`src/rtl/seq_pattern_gen.sv`:
```
// Serial bit-pattern transmitter for the single-bit x/z sequence-detector link.
// A pattern word and length are captured on a load handshake. The pattern is then
// shifted out on x_o, most significant valid bit first, one bit per clock.
// Optional continuous looping is compiled in when SEQGEN_LOOP_EN is defined.
module seq_pattern_gen #(
  parameter int unsigned PATTERN_W = 13,
  parameter int unsigned LEN_W     = $clog2(PATTERN_W + 1),
  parameter logic        IDLE_BIT  = 1'b0
) (
  input  logic                 clk_i,
  input  logic                 rst_i,
  input  logic                 load_i,
  input  logic [PATTERN_W-1:0] pattern_i,
  input  logic [LEN_W-1:0]     len_i,
  input  logic                 loop_mode_i,
  input  logic                 stop_i,
  output logic                 x_o,
  output logic                 ready_o,
  output logic                 busy_o,
  output logic                 done_o,
  output logic [LEN_W-1:0]     bits_left_o
);

  localparam logic [1:0] StIdle  = 2'd0;
  localparam logic [1:0] StShift = 2'd1;
  localparam logic [1:0] StDone  = 2'd2;

  logic [1:0]           state_q, state_d;
  logic [PATTERN_W-1:0] pat_q, pat_d;
  logic [LEN_W-1:0]     len_q, len_d;
  logic [LEN_W-1:0]     bits_left_q, bits_left_d;
  logic                 x_q, x_d;

  logic [LEN_W-1:0]     len_c;
  logic [PATTERN_W-1:0] first_sh, next_sh, wrap_sh;
  logic                 wrap_en;

`ifdef SEQGEN_LOOP_EN
  logic loop_q, loop_d;
  logic stop_q, stop_d;

  // Wrap to the first bit only while looping and no stop has been seen this lap.
  always_comb begin
    wrap_en = loop_q && !stop_q && !stop_i;
  end
`else
  // Loop controls have no function in this build.
  logic unused_loop_inputs;
  assign unused_loop_inputs = loop_mode_i ^ stop_i;

  // Single-shot only.
  always_comb begin
    wrap_en = 1'b0;
  end
`endif

  // Clamp the requested length and pre-select the bits needed for the next x.
  always_comb begin
    len_c    = (len_i > LEN_W'(PATTERN_W)) ? LEN_W'(PATTERN_W) : len_i;
    first_sh = pattern_i >> (len_c - LEN_W'(1));
    // Current bit sits at index bits_left-1, so the following one is bits_left-2.
    next_sh  = pat_q >> (bits_left_q - LEN_W'(2));
    wrap_sh  = pat_q >> (len_q - LEN_W'(1));
  end

  // Next-state logic for the shift FSM and its datapath.
  always_comb begin
    state_d     = state_q;
    pat_d       = pat_q;
    len_d       = len_q;
    bits_left_d = bits_left_q;
    x_d         = IDLE_BIT;
`ifdef SEQGEN_LOOP_EN
    loop_d      = loop_q;
    stop_d      = stop_q;
`endif
    case (state_q)
      StShift: begin
`ifdef SEQGEN_LOOP_EN
        if (stop_i && loop_q) stop_d = 1'b1;
`endif
        if (bits_left_q == LEN_W'(1)) begin
          if (wrap_en) begin
            bits_left_d = len_q;
            x_d         = wrap_sh[0];
          end else begin
            state_d     = StDone;
            bits_left_d = '0;
`ifdef SEQGEN_LOOP_EN
            loop_d      = 1'b0;
            stop_d      = 1'b0;
`endif
          end
        end else begin
          bits_left_d = bits_left_q - LEN_W'(1);
          x_d         = next_sh[0];
        end
      end
      default: begin
        // Idle and Done both accept a new load.
        state_d     = StIdle;
        bits_left_d = '0;
        if (load_i) begin
          pat_d       = pattern_i;
          len_d       = len_c;
          bits_left_d = len_c;
`ifdef SEQGEN_LOOP_EN
          loop_d      = loop_mode_i && (len_c != '0);
          stop_d      = 1'b0;
`endif
          if (len_c == '0) begin
            state_d = StDone;
          end else begin
            state_d = StShift;
            x_d     = first_sh[0];
          end
        end
      end
    endcase
  end

  // State registers with synchronous reset.
  always_ff @(posedge clk_i) begin
    if (rst_i) begin
      state_q     <= StIdle;
      pat_q       <= '0;
      len_q       <= '0;
      bits_left_q <= '0;
      x_q         <= IDLE_BIT;
`ifdef SEQGEN_LOOP_EN
      loop_q      <= 1'b0;
      stop_q      <= 1'b0;
`endif
    end else begin
      state_q     <= state_d;
      pat_q       <= pat_d;
      len_q       <= len_d;
      bits_left_q <= bits_left_d;
      x_q         <= x_d;
`ifdef SEQGEN_LOOP_EN
      loop_q      <= loop_d;
      stop_q      <= stop_d;
`endif
    end
  end

  // Status outputs decode straight from the state register.
  always_comb begin
    x_o         = x_q;
    bits_left_o = bits_left_q;
    busy_o      = (state_q == StShift);
    ready_o     = (state_q != StShift);
    done_o      = (state_q == StDone);
  end

endmodule

```
`config.mk`:
```
export PLATFORM = sky130hd
export DESIGN_NAME = seq_pattern_gen
export DESIGN_NICKNAME = d
export VERILOG_FILES = /design/src/rtl/seq_pattern_gen.sv
export SDC_FILE = /design/constraint.sdc
export NUM_CORES = 1
export LEC_CHECK = 0
export CAP_MARGIN = 0
export CORE_ASPECT_RATIO = 0.8
export CORE_MARGIN = 2
export CORE_UTILIZATION = 40
export DETAILED_ROUTE_END_ITERATION = 8
export GPL_TIMING_DRIVEN = 0
export PLACE_DENSITY = 0.68
export SETUP_SLACK_MARGIN = 0.3
export SYNTH_ARGS = -nofsm -noshare
export SYNTH_HDL_FRONTEND = slang
export SYNTH_SLANG_ARGS = --single-unit
```
`constraint.sdc`:
```
create_clock -name clk_i -period 2.4 [get_ports clk_i]
set_input_delay 0.48 -clock clk_i [delete_from_list [all_inputs] [get_ports clk_i]]
set_output_delay 0.48 -clock clk_i [all_outputs]
set_load 0.03 [all_outputs]
```
==> results of run 1 <==
[report_power, final]
group,switching [uW],internal [uW],leakage [uW]
registers,18.0,357,0.000164
logic,134,110,0.000378
clock network,104,92.5,0.0000210
[timing repair]
item / in CTS / in global routing
pin swaps: 0 / 0
resized for setup: 1 / 1
endpoints found under the setup margin: 1 / 1
gates cloned: 0 / 0
setup buffers: 0 / 0
[tightest hold or removal path: stages, from the launching register on]
cell                      delay (ns)
sky130_fd_sc_hd__dfxtp_1        0.33
sky130_fd_sc_hd__nand2_1        0.05
sky130_fd_sc_hd__a21oi_1        0.05
[synth_stat cells, types with 3 or more instances]
cell / instances
sky130_fd_sc_hd__nand2_1: 32
sky130_fd_sc_hd__dfxtp_1: 20
sky130_fd_sc_hd__a21oi_1: 16
sky130_fd_sc_hd__nor2_1: 13
sky130_fd_sc_hd__buf_2: 6
sky130_fd_sc_hd__inv_1: 6
sky130_fd_sc_hd__mux2i_1: 6
sky130_fd_sc_hd__a31oi_1: 5
sky130_fd_sc_hd__clkbuf_1: 4
sky130_fd_sc_hd__ha_1: 4
sky130_fd_sc_hd__nor3_1: 4
sky130_fd_sc_hd__a22oi_1: 3
sky130_fd_sc_hd__nand3_1: 3
sky130_fd_sc_hd__nor2b_1: 3
[cell families (layout without fill, tap and decap cells)]
family | after synthesis | after routing | share of synthesized area
simple gates | 63 | 63 | 0.250
flops | 20 | 20 | 0.360
compound gates | 32 | 32 | 0.183
fa+ha+maj | 4 | 4 | 0.0450
buf+inv | 17 | 46 | 0.0641
mux | 7 | 7 | 0.0742
xor+xnor | 3 | 3 | 0.0236
[final timing paths]
path,start,end,depth (start not counted)
worst max-delay path,bits_left_o[1],bits_left_o[1],1
worst min register to register,pat_q[2],pat_q[2],2
worst max register to register,bits_left_o[1],x_o,6
worst min-delay path,pat_q[2],pat_q[2],2
[area by class of cell]
cell class	count	area, um2
plain buffers	10	45.0
clock buffers	4	36.3
fillers	288	1250
inverters	7	26.3
multi-input cells	109	641
flip-flops and latches	20	400
well taps	38	47.5
repair buffers	25	251
[sequential cells by signal, summed over array words and instances (netlist names)]
name,flops
bits_left_o,4
pat_q,13
state_q,2
x_o,1
[stage by stage]
stage / util / hold WS [ns] / setup WS, ns
finish: 0.536 / 0.466 / 0.379
global route: 0.536 / 0.485 / 0.320
global placement: 0.522 / 0.442 / 0.214
CTS: 0.535 / 0.470 / 0.339
floorplan: - / 0.433 / 0.712
detailed placement: 0.522 / 0.452 / 0.192
[routing by layer]
layer / vias up / track usage / wire length [um]
met5: - / 0 / 0
met4: 0 / 0.0222 / 10
met3: 2 / 0.0507 / 195
met2: 36 / 0.294 / 1280
met1: 489 / 0.260 / 1290
li1: 558 / - / -
==> impl.org, run 1 <==
** GRT
- Global Route Usage Sum :: 0.186
- Number of global-route vias before repair :: 960
- Total congestion overflow :: 0
- Entering global routing, the biggest net connects 12 pins.
- Wire length of the first global-routing pass :: 4.60 mm
- Number of antenna violations at the first check in global routing :: 0

** Yosys
- Most area-consuming cells after synthesis :: sky130_fd_sc_hd__dfxtp_1 36%, sky130_fd_sc_hd__nand2_1 11%, sky130_fd_sc_hd__a21oi_1 7.2%
- Unique masters post-synth :: 32
- The share of synthesized area in the top cell type comes to 0.360.
- Cell area after synthesis :: 1110 um2
- Synthesized netlist net count :: 172
- Yosys mapped a number of flops with a built-in enable equal to 0.
- Count of mapped cells out of synthesis :: 146
- For this run, asynchronously set or reset flops after synthesis account for 0.
- Register area share after synthesis :: 0.360
- Syn Area/Cell :: 7.62 um2
- Primary FF master, synth :: sky130_fd_sc_hd__dfxtp_1
- Top cell type by total area after synthesis :: sky130_fd_sc_hd__dfxtp_1
- Synth warn :: 0
- The synthesized design contains 20 register bits.

** Route
- Post-route antenna net violation count :: 0
- The final layout contains routed wiring with a total length of 2.78 mm.
- After detailed routing, the number of vias per cell comes to 5.09.
- Dividing the detail-routed wire length by the instance count gives 13.0 um.
- For this run, design rule violations remaining after detail routing come to 0.
- The first detailed-routing pass ran for 4 iterations.
- Starting DRC count in detailed routing :: 36
- Detailed-route via count :: 1,085

** STA
- Final setup vio count :: 0
- Setup repair after global routing left no endpoint under its margin.
- Slew at the pin with the worst max-slew slack :: 0.506 ns
- Final clock skew :: 0.00234 ns
- Fin Setup TNS :: 0 ns
- The number of slew-limit violations in the final report was 0.
- The hold violation total from the final report is 0.
- The smallest clock period supported by the final layout is computed as 2.02 ns.
- Worst relative slew slack :: 0.660
- Period Utilization, post-route :: 0.842
- F_max :: 0.495 GHz

** Place
- Once placement finished, the instance area stood at 1410 um2.
- Dpl hpwl :: 2.15 mm
- Port buffering added 25 buffers.
- After detailed placement, the design holds a cell count of 209.
- Placer Congestion :: 0.820

** Clock network
- CTS Buffer Depth :: 2
- Clock-pin slew was measured on the worst setup and hold paths at 0.11 ns.
- TritonCTS clock tree :: yes
- Cts-stage hold buffer count :: 0
- Clock latency on the worst-skew pair, taken at its later pin, is 0.30 ns.
- CTS Sinks :: 20
- In this run the number of H-tree levels came out at 1.
- The number of clock buffers added by TritonCTS is 3.
- The root buffer cell chosen for the clock tree is sky130_fd_sc_hd__clkbuf_4.

** Finish
- 0 antenna diodes ended up in the layout.
- Area of all placed cells without fillers :: 1450 um2
- Post-route non-filler standard cell count :: 213
- Most common cell after layout, fill and taps aside :: sky130_fd_sc_hd__nand2_1
- Number of nets at the end of the flow :: 202
- Share of layout cells above drive strength 1 :: 0.0800
- Synthesis-to-finish area growth :: 30.1%
- In the layout the commonest cells are 32 x sky130_fd_sc_hd__nand2_1, 23 x sky130_fd_sc_hd__clkdlybuf4s50_1, 20 x sky130_fd_sc_hd__dfxtp_1, 16 x sky130_fd_sc_hd__a21oi_1, 13 x sky130_fd_sc_hd__nor2_1.

** Worst setup path
- Peak fanout along the critical path :: 5
- At the worst endpoint, the arrival time is 1.54 ns.
- The number of buffers and inverters on the critical path is 1.
- At the worst endpoint, the required time is 1.92 ns.
- STA classifies the critical path endpoint as an output port.
- The cell family contributing the most delay on the critical path is buffers and inverters.
- Walking the worst path, the cells encountered are clkdlybuf4s50_1.
- Setup slack on the worst reg-to-reg path comes out at 0.69 ns.
- Setup Crit Path Kind :: flop to output port
- Stage delay of the slowest cell on the critical path :: 0.73 ns
- Cell with the biggest individual delay on the critical path :: sky130_fd_sc_hd__clkdlybuf4s50_1
- CP startpoint kind :: flop

** Power and ir drop
- Power per unit of standard cell area :: 563 nW/um2
- Final Power :: 815 uW
- Worst IR Drop VDD :: 0.000225 V
- Static Leakage :: 0.000564 uW

** Status
- Outcome :: complete, no violations

** Run
- Max Cap Viol :: 0

** Floorplanning
- The die covers 3220 um2.
- For this configuration, the core starts out at a cell density of 0.412.
- Number of primary I/O pins :: 30
- Placeable Area :: 2700 um2
- The floorplan step set the die height to 51.2 um.
- Horizontal extent of the die :: 63.0 um
- Number of cell rows :: 17

** Hold path
- Min-delay worst type :: flop to flop
No activity file was read; power rests on OpenSTA's default activity.
==> run 2, diff against run 1 <==
PLACE_DENSITY = 0.71   (was 0.68)
clock period = 1.7 ns   (was 2.4 ns; I/O delays follow)
==> run 2 against run 1 <==
Total power increased by 46%. Clock skew is 0.0017 ns higher. Wire length grew 4.6%. Non-clock buffer count up 10. Sequential share of layout area down 2.2 points.
==> impl.org, run 2 (synthesis results as in run 1) <==
** Status
- The run finished with clean final reports.

** STA
- Clock period minus worst slack :: 1.44 ns
- Of the available clock period, the critical path in the final layout requires 0.846.
- Final setup vio count :: 0 (unchanged)
- Unrepaired setup endpoints after global routing :: true
- Based on the critical path, the design can be clocked at up to 0.696 GHz.
- Worst hold margin :: 0.314 ns (-0.152 ns)
- Slew at the pin with the worst max-slew slack :: 0.333 ns (-0.173 ns)
- Final-report hold violation count :: 0 (unchanged)
- Final clock skew :: 0.00408 ns (+0.00173 ns)
- The normalized max-slew margin came to 0.776 (+0.116).
- Final count of pins violating max slew :: 0 (unchanged)

** Finish
- Most common cell after layout, fill and taps aside :: sky130_fd_sc_hd__nand2_1
- Leaving out fill and tap cells, the most frequent cells in the layout are 32 x sky130_fd_sc_hd__nand2_1, 15 x sky130_fd_sc_hd__a21oi_1, 15 x sky130_fd_sc_hd__dfxtp_1, 14 x sky130_fd_sc_hd__clkdlybuf4s50_1.
- The flip-flop count of the largest register after layout came to 13 (unchanged).
- The share of post-route cells with drive strength above 1 was 0.276 (+0.196).
- Register containing the most flip-flops in the final layout :: pat_q
- Synthesis-to-finish area growth :: 45.1%
- Post-route non-filler standard cell count :: 223 (+4.7%)
- Ant. Diodes :: 0 (unchanged)
- The number of nets in the finished design was 212 (+5.0%).

** Power and ir drop
- The leakage power of the design came to 0.000653 uW (+16%).
- Power per unit of standard cell area :: 738 nW/um2 (+31%)
- Worst IR Drop VDD :: 0.000632 V (+180%)

** Route
- First-pass DRT Iterations :: 4 (unchanged)
- Post-detailed-route DRC marker count :: 0 (unchanged)
- The final routed wirelength across all metal layers is 2.91 mm (+4.6%).
- The routed length per placed instance was 13.0 um (-0.12%).
- Average vias per placed instance :: 5.31 (+4.3%)
- Post-route antenna net violation count :: 0 (unchanged)
- The first-iteration detailed-routing DRC count came to 65 (+81%).
- The overall via count from detail_route was 1,185 (+9.2%).

** GRT
- The final global-route overflow total was 0 (unchanged).
- The global routing usage summed across all routing layers was 0.194 (+0.00808).
- The initial antenna violation count is 0 (unchanged).
- Wire length of the first global-routing pass :: 4.86 mm (+5.5%)
- Number of global-route vias before repair :: 1,082 (+13%)
- The largest net degree at the start of global routing was 12 (unchanged).

** Place
- Placer Congestion :: 0.866 (+5.6%)
- The number of I/O port buffers was 25 (unchanged).
- The half-perimeter wire length after placement came to 2.14 mm (-0.47%).
- Post-placement cell count :: 209 (unchanged)

** Hold path
- The worst hold path begins at pattern_i[5].
- The worst hold path terminates at pat_q[5].
- Worst hold path cell count :: 3 (+1)
- Min-delay worst type :: input port to flop

** Worst setup path
- Endpoint of the lowest-slack register-to-register path :: x_o
- Peak fanout along the critical path :: 8 (+3)
- Crit path arrival time :: 1.10 ns (-0.44 ns)
- R2R depth :: 5 (-1)
- The register-to-register path setup slack is 0.29 ns (-0.40 ns).
- CP startpoint kind :: flop
- Req. time, crit path :: 1.36 ns (-0.56 ns)
- Setup Crit Path Kind :: flop to output port
- Kind of end point of the critical path :: output port
- The startpoint identified for the worst register-to-register timing path is bits_left_o[0].

** Clock network
- The quantity of hold-fixing buffers added after cts came to 0 (unchanged).
- The clock-pin slew on the worst setup and hold paths is 0.11 ns (about the same).
- The largest buffer count on any clock path was 2 (unchanged).
- TritonCTS clock tree :: yes
- Number of buffers inserted during clock tree synthesis :: 3 (unchanged)
- CTS placed an instance of sky130_fd_sc_hd__clkbuf_4 at the clock tree root.
- CTS Sinks :: 20 (unchanged)
- The clock latency on the worst-skew pair is 0.31 ns (about the same).
- Depth of the CTS H-tree :: 1 (unchanged)

** Floorplanning
- Area enclosed by the die boundary :: 3220 um2 (unchanged)
- The die span in y is 51.2 um (unchanged).
- The starting utilization of the core area is 0.412 (unchanged).
- The area of the core was 2700 um2 (unchanged).
- The die extent in x was 63.0 um (unchanged).
- The I/O pin count came to 30 (unchanged).
- Number of cell rows :: 17 (unchanged)

** Run
- Max Cap Viol :: 0 (unchanged)
[run 2: what timing repair did]
item	in CTS	in global routing
gates cloned	0	0
hold endpoints to repair	0	0
setup endpoints to repair	25	21
resized for setup	42	27
pin swaps	1	5
buffers inserted	2	8
[run 2: critical path, cell delays in order (launching register included)]
cell	delay, ns
sky130_fd_sc_hd__dfxtp_2	0.34
sky130_fd_sc_hd__nand2b_4	0.13
sky130_fd_sc_hd__buf_6	0.13
sky130_fd_sc_hd__inv_2	0.06
sky130_fd_sc_hd__buf_6	0.12
[run 2: report_power, final]
group / switching, uW / internal (uW)
combinational: 214 / 207
sequential: 27.2 / 505
clock: 152 / 86.0
[run 2: per-layer routing]
metal / vias to the layer above / track usage / wire length, um
met5: - / 0 / 0
met4: 0 / 0.0630 / 61
li1: 582 / - / -
met1: 539 / 0.229 / 1270
met3: 12 / 0.0661 / 217
met2: 52 / 0.332 / 1350
[run 2: how the worst max path moves through the flow]
stage	end	slack (ns)	from
after global routing	x_o	0.20	bits_left_o[1]
after CTS	busy_o	0.06	state_q[1]
after detailed placement	x_o	-0.34	len_i[2]
after floorplan	x_o	0.28	len_i[1]
after global placement	x_o	-0.35	len_i[2]
final	busy_o	0.26	state_q[1]
[run 2: through the flow]
stage	cell area (um2)	worst slack (ns)	TNS (ns)	power [uW]	utilization
floorplan	1150	0.283	0	770	-
global placement	1450	-0.350	-2.96	891	0.535
detailed placement	1450	-0.339	-3.07	900	0.535
CTS	1510	0.0562	0	1140	0.560
global route	1610	0.200	0	1260	0.597
finish	1610	0.262	0	1190	0.597
[run 2: final cells by class]
cell class              count  area [um2]
clock inverters             1        3.75
clock buffers               3        22.5
fillers                   272        1090
plain buffers              10        80.1
inverters                   7        30.0
flip-flops and latches     20         412
multi-input cells         109         696
well taps                  38        47.5
repair buffers             35         323
==> run 3, diff against run 2 <==
clock period = 1.3 ns   (was 1.7 ns; I/O delays follow)
==> run 3 against run 2 <==
Sequential power is 32% higher. Clock skew grew 0.0062 ns. Clock power increased by 37%. Non-clock buffer count grew 9. Global-route usage up 1.9 points. Sequential share of layout area fell by 4.1 points. Combinational power increased by 81%. The run now ends with setup timing left. Highest routed layer unchanged. Worst setup slack worse by 0.41 ns. Via count up 8.0%.
==> impl.org, run 3 (synthesis results as in run 1) <==
** Route
- The routed length per placed instance came to 16.4 um (+26%).
- The overall via count from detail_route was 1,280 (+8.0%).
- The final routed wirelength across all metal layers came to 3.81 mm (+31%).
- The remaining antenna violation count after routing came to 0 (unchanged).
- Starting DRC count in detailed routing :: 32 (-51%)
- Post-detailed-route DRC marker count :: 0 (unchanged)
- The length of the first detailed-routing pass in iterations is 4 (unchanged).
- Average vias per placed instance :: 5.52 (+3.8%)

** Clock network
- The quantity of hold-fixing buffers added after cts was 0 (unchanged).
- TritonCTS built the clock tree.
- The number of buffers created by CTS came to 3 (unchanged).
- The root buffer cell chosen for the clock tree is sky130_fd_sc_hd__clkbuf_4.
- The deepest level of the CTS H-tree was 1 (unchanged).
- The largest buffer count on any clock path came to 2 (unchanged).
- CTS Sinks :: 20 (unchanged)
- Clock-pin slew on the worst setup and hold paths :: 0.12 ns (about the same)
- Source-to-sink clock delay at the later pin of the worst-skew pair :: 0.31 ns (about the same)

** Worst setup path
- Traced cell by cell, the critical path runs through buf_6, mux4_2, nor2_1, nand4b_1, o211ai_2.
- The largest fanout of any net on the critical path came to 3 (-5).
- Crit path arrival time :: 1.66 ns (+0.56 ns)
- Setup Crit Path Kind :: flop to flop
- Req. time, crit path :: 1.51 ns (+0.15 ns)
- Cell with the biggest individual delay on the critical path :: sky130_fd_sc_hd__mux4_2
- Stage delay of the slowest cell on the critical path :: 0.51 ns (+0.17 ns)
- The worst setup path is launched from a flop.
- Kind of end point of the critical path :: flop

** Run
- The max-capacitance violation count is 0 (unchanged).

** Power and ir drop
- The clock power share is 0.182 (-0.018).
- Net Switching :: 628 uW (+60%)
- The share of total power in sequential cells was 0.391 (-0.056).
- The maximum resistive drop on vdd is 0.000677 V (+7.2%).
- Combinational share of power :: 0.427 (+0.074)
- Static Leakage :: 0.000790 uW (+21%)
- The power per unit of standard cell area came to 910 nW/um2 (+23%).
- The total power is 1790 uW (+50%).
- Internal Power :: 1160 uW (+45%)
- Sw Ratio :: 0.351 (+0.0213)

** STA
- F_max :: 0.689 GHz
- The normalized max-slew margin is 0.690 (-0.0858).
- The number of slew-limit violations in the final report was 0 (unchanged).
- Setup repair after global routing could not meet its margin everywhere.
- Final setup vio count :: 8 (+8)
- The transition at the pin with the smallest max-transition slack came to 0.460 ns (+0.128 ns).
- The hold violation total from the final report came to 0 (unchanged).
- Period Utilization, post-route :: 1.12
- Worst path setup slack after routing :: -0.152 ns (-0.414 ns)
- The final worst clock skew was 0.0103 ns (+0.00620 ns).
- Clock period minus worst slack :: 1.45 ns

** Finish
- Register containing the most flip-flops in the final layout :: pat_q
- Commonest cells after routing, fill and taps aside :: 17 x sky130_fd_sc_hd__buf_6, 16 x sky130_fd_sc_hd__nand2_1, 15 x sky130_fd_sc_hd__a21oi_2, 14 x sky130_fd_sc_hd__clkdlybuf4s50_1, 14 x sky130_fd_sc_hd__dfxtp_1
- Number of nets at the end of the flow :: 221 (+4.2%)
- The flip-flop count of the largest register after layout came to 13 (unchanged).
- Fin util :: 0.728 (+0.131)
- The library cell used most frequently in the layout, excluding fill and tap cells, is sky130_fd_sc_hd__buf_6.
- Fill cell count :: 211 (-22%)
- Ant. Diodes :: 0 (unchanged)
- Synthesis-to-finish area growth :: 76.8%
- The share of post-route cells with drive strength above 1 is 0.500 (+0.224).

** GRT
- The final global-route overflow total was 0 (unchanged).
- The initial antenna violation count came to 0 (unchanged).
- The via count of the first global-routing pass came to 1,168 (+7.9%).
- Global Route Usage Sum :: 0.213 (+0.0189)
- Wire length of the first global-routing pass :: 5.41 mm (+11%)
- The largest net degree at the start of global routing came to 12 (unchanged).

** Floorplanning
- Area enclosed by the die boundary :: 3220 um2 (unchanged)
- Number of cell rows :: 17 (unchanged)
- The die span in y was 51.2 um (unchanged).
- The starting utilization of the core area came to 0.412 (unchanged).
- The area of the core was 2700 um2 (unchanged).
- Horizontal extent of the die :: 63.0 um (unchanged)
- Number of primary I/O pins :: 30 (unchanged)

** Place
- The final RePlAce weighted congestion is 0.810 (-6.4%).
- PortBufs :: 25 (unchanged)
- Dpl hpwl :: 2.18 mm (+2.1%)

** Status
- Outcome :: complete, but fails checks
- The final reports fail on setup timing.

** Hold path
- The worst hold path belongs to the class input port to flop.
run 3: power groups by stage:
stage	sequential (uW)	combinational (uW)	clock, uW
finish	700	763	326
global route	706	805	352
CTS	698	652	318
detailed placement	713	503	0
global placement	710	495	0
floorplan	735	309	0
run 3: cell type report:
cell class              count  area (um2)  share of cell area
repair buffers             44         440               0.224
multi-input cells         109         873               0.444
clock buffers               4        26.3              0.0134
flip-flops and latches     20         420               0.214
inverters                   7        37.5              0.0191
well taps                  38        47.5              0.0242
plain buffers              10         121              0.0617
run 3: critical path: cells and delay by family (launching register included):
kind / cells / cell delay, ns
AOI/OAI and AO/OA: 1 / 0.09
buffers and inverters: 1 / 0.10
and+or+nand+nor: 2 / 0.27
muxes: 1 / 0.51
DFF: 1 / 0.38
run 3: worst paths after layout:
path	slack (ns)	depth (start not counted)	endpoint	start
setup reg to reg	-0.15	5	x_o	bits_left_o[0]
hold / removal	0.39	3	bits_left_o[3]	len_i[3]
setup / recovery	-0.15	5	x_o	bits_left_o[0]
hold reg to reg	0.46	2	pat_q[7]	pat_q[7]
run 3: per-stage QoR:
step | setup TNS [ns] | hold slack (ns) | std cells | worst slack, ns | instance area (um2)
2_1_floorplan | -0.0936 | 0.403 | 146 | -0.0936 | 1200
3_5_place_dp | -8.22 | 0.449 | 209 | -0.674 | 1500
3_3_place_gp | -7.69 | 0.442 | 209 | -0.672 | 1500
6_report | -0.401 | 0.388 | 232 | -0.152 | 1970
4_1_cts | -0.203 | 0.376 | 225 | -0.0945 | 1820
5_1_grt | -0.911 | 0.388 | 232 | -0.182 | 1970
run 3: repair_timing:
action,in CTS,in global routing
gates resized for setup,112,21
cloned,2,0
buffers inserted,10,7
pin swaps,8,1
setup endpoints to repair,28,28
run 3: routing by layer:
| metal | part of all wire | GRT usage | vias up | routed length (um) |
|---|---|---|---|---|
| met5 | 0 | 0 | - | 0 |
| met4 | 0.032 | 0.0519 | 0 | 121 |
| met3 | 0.071 | 0.0463 | 12 | 269 |
| met2 | 0.51 | 0.383 | 55 | 1930 |
| li1 | - | - | 596 | - |
| met1 | 0.39 | 0.260 | 617 | 1490 |
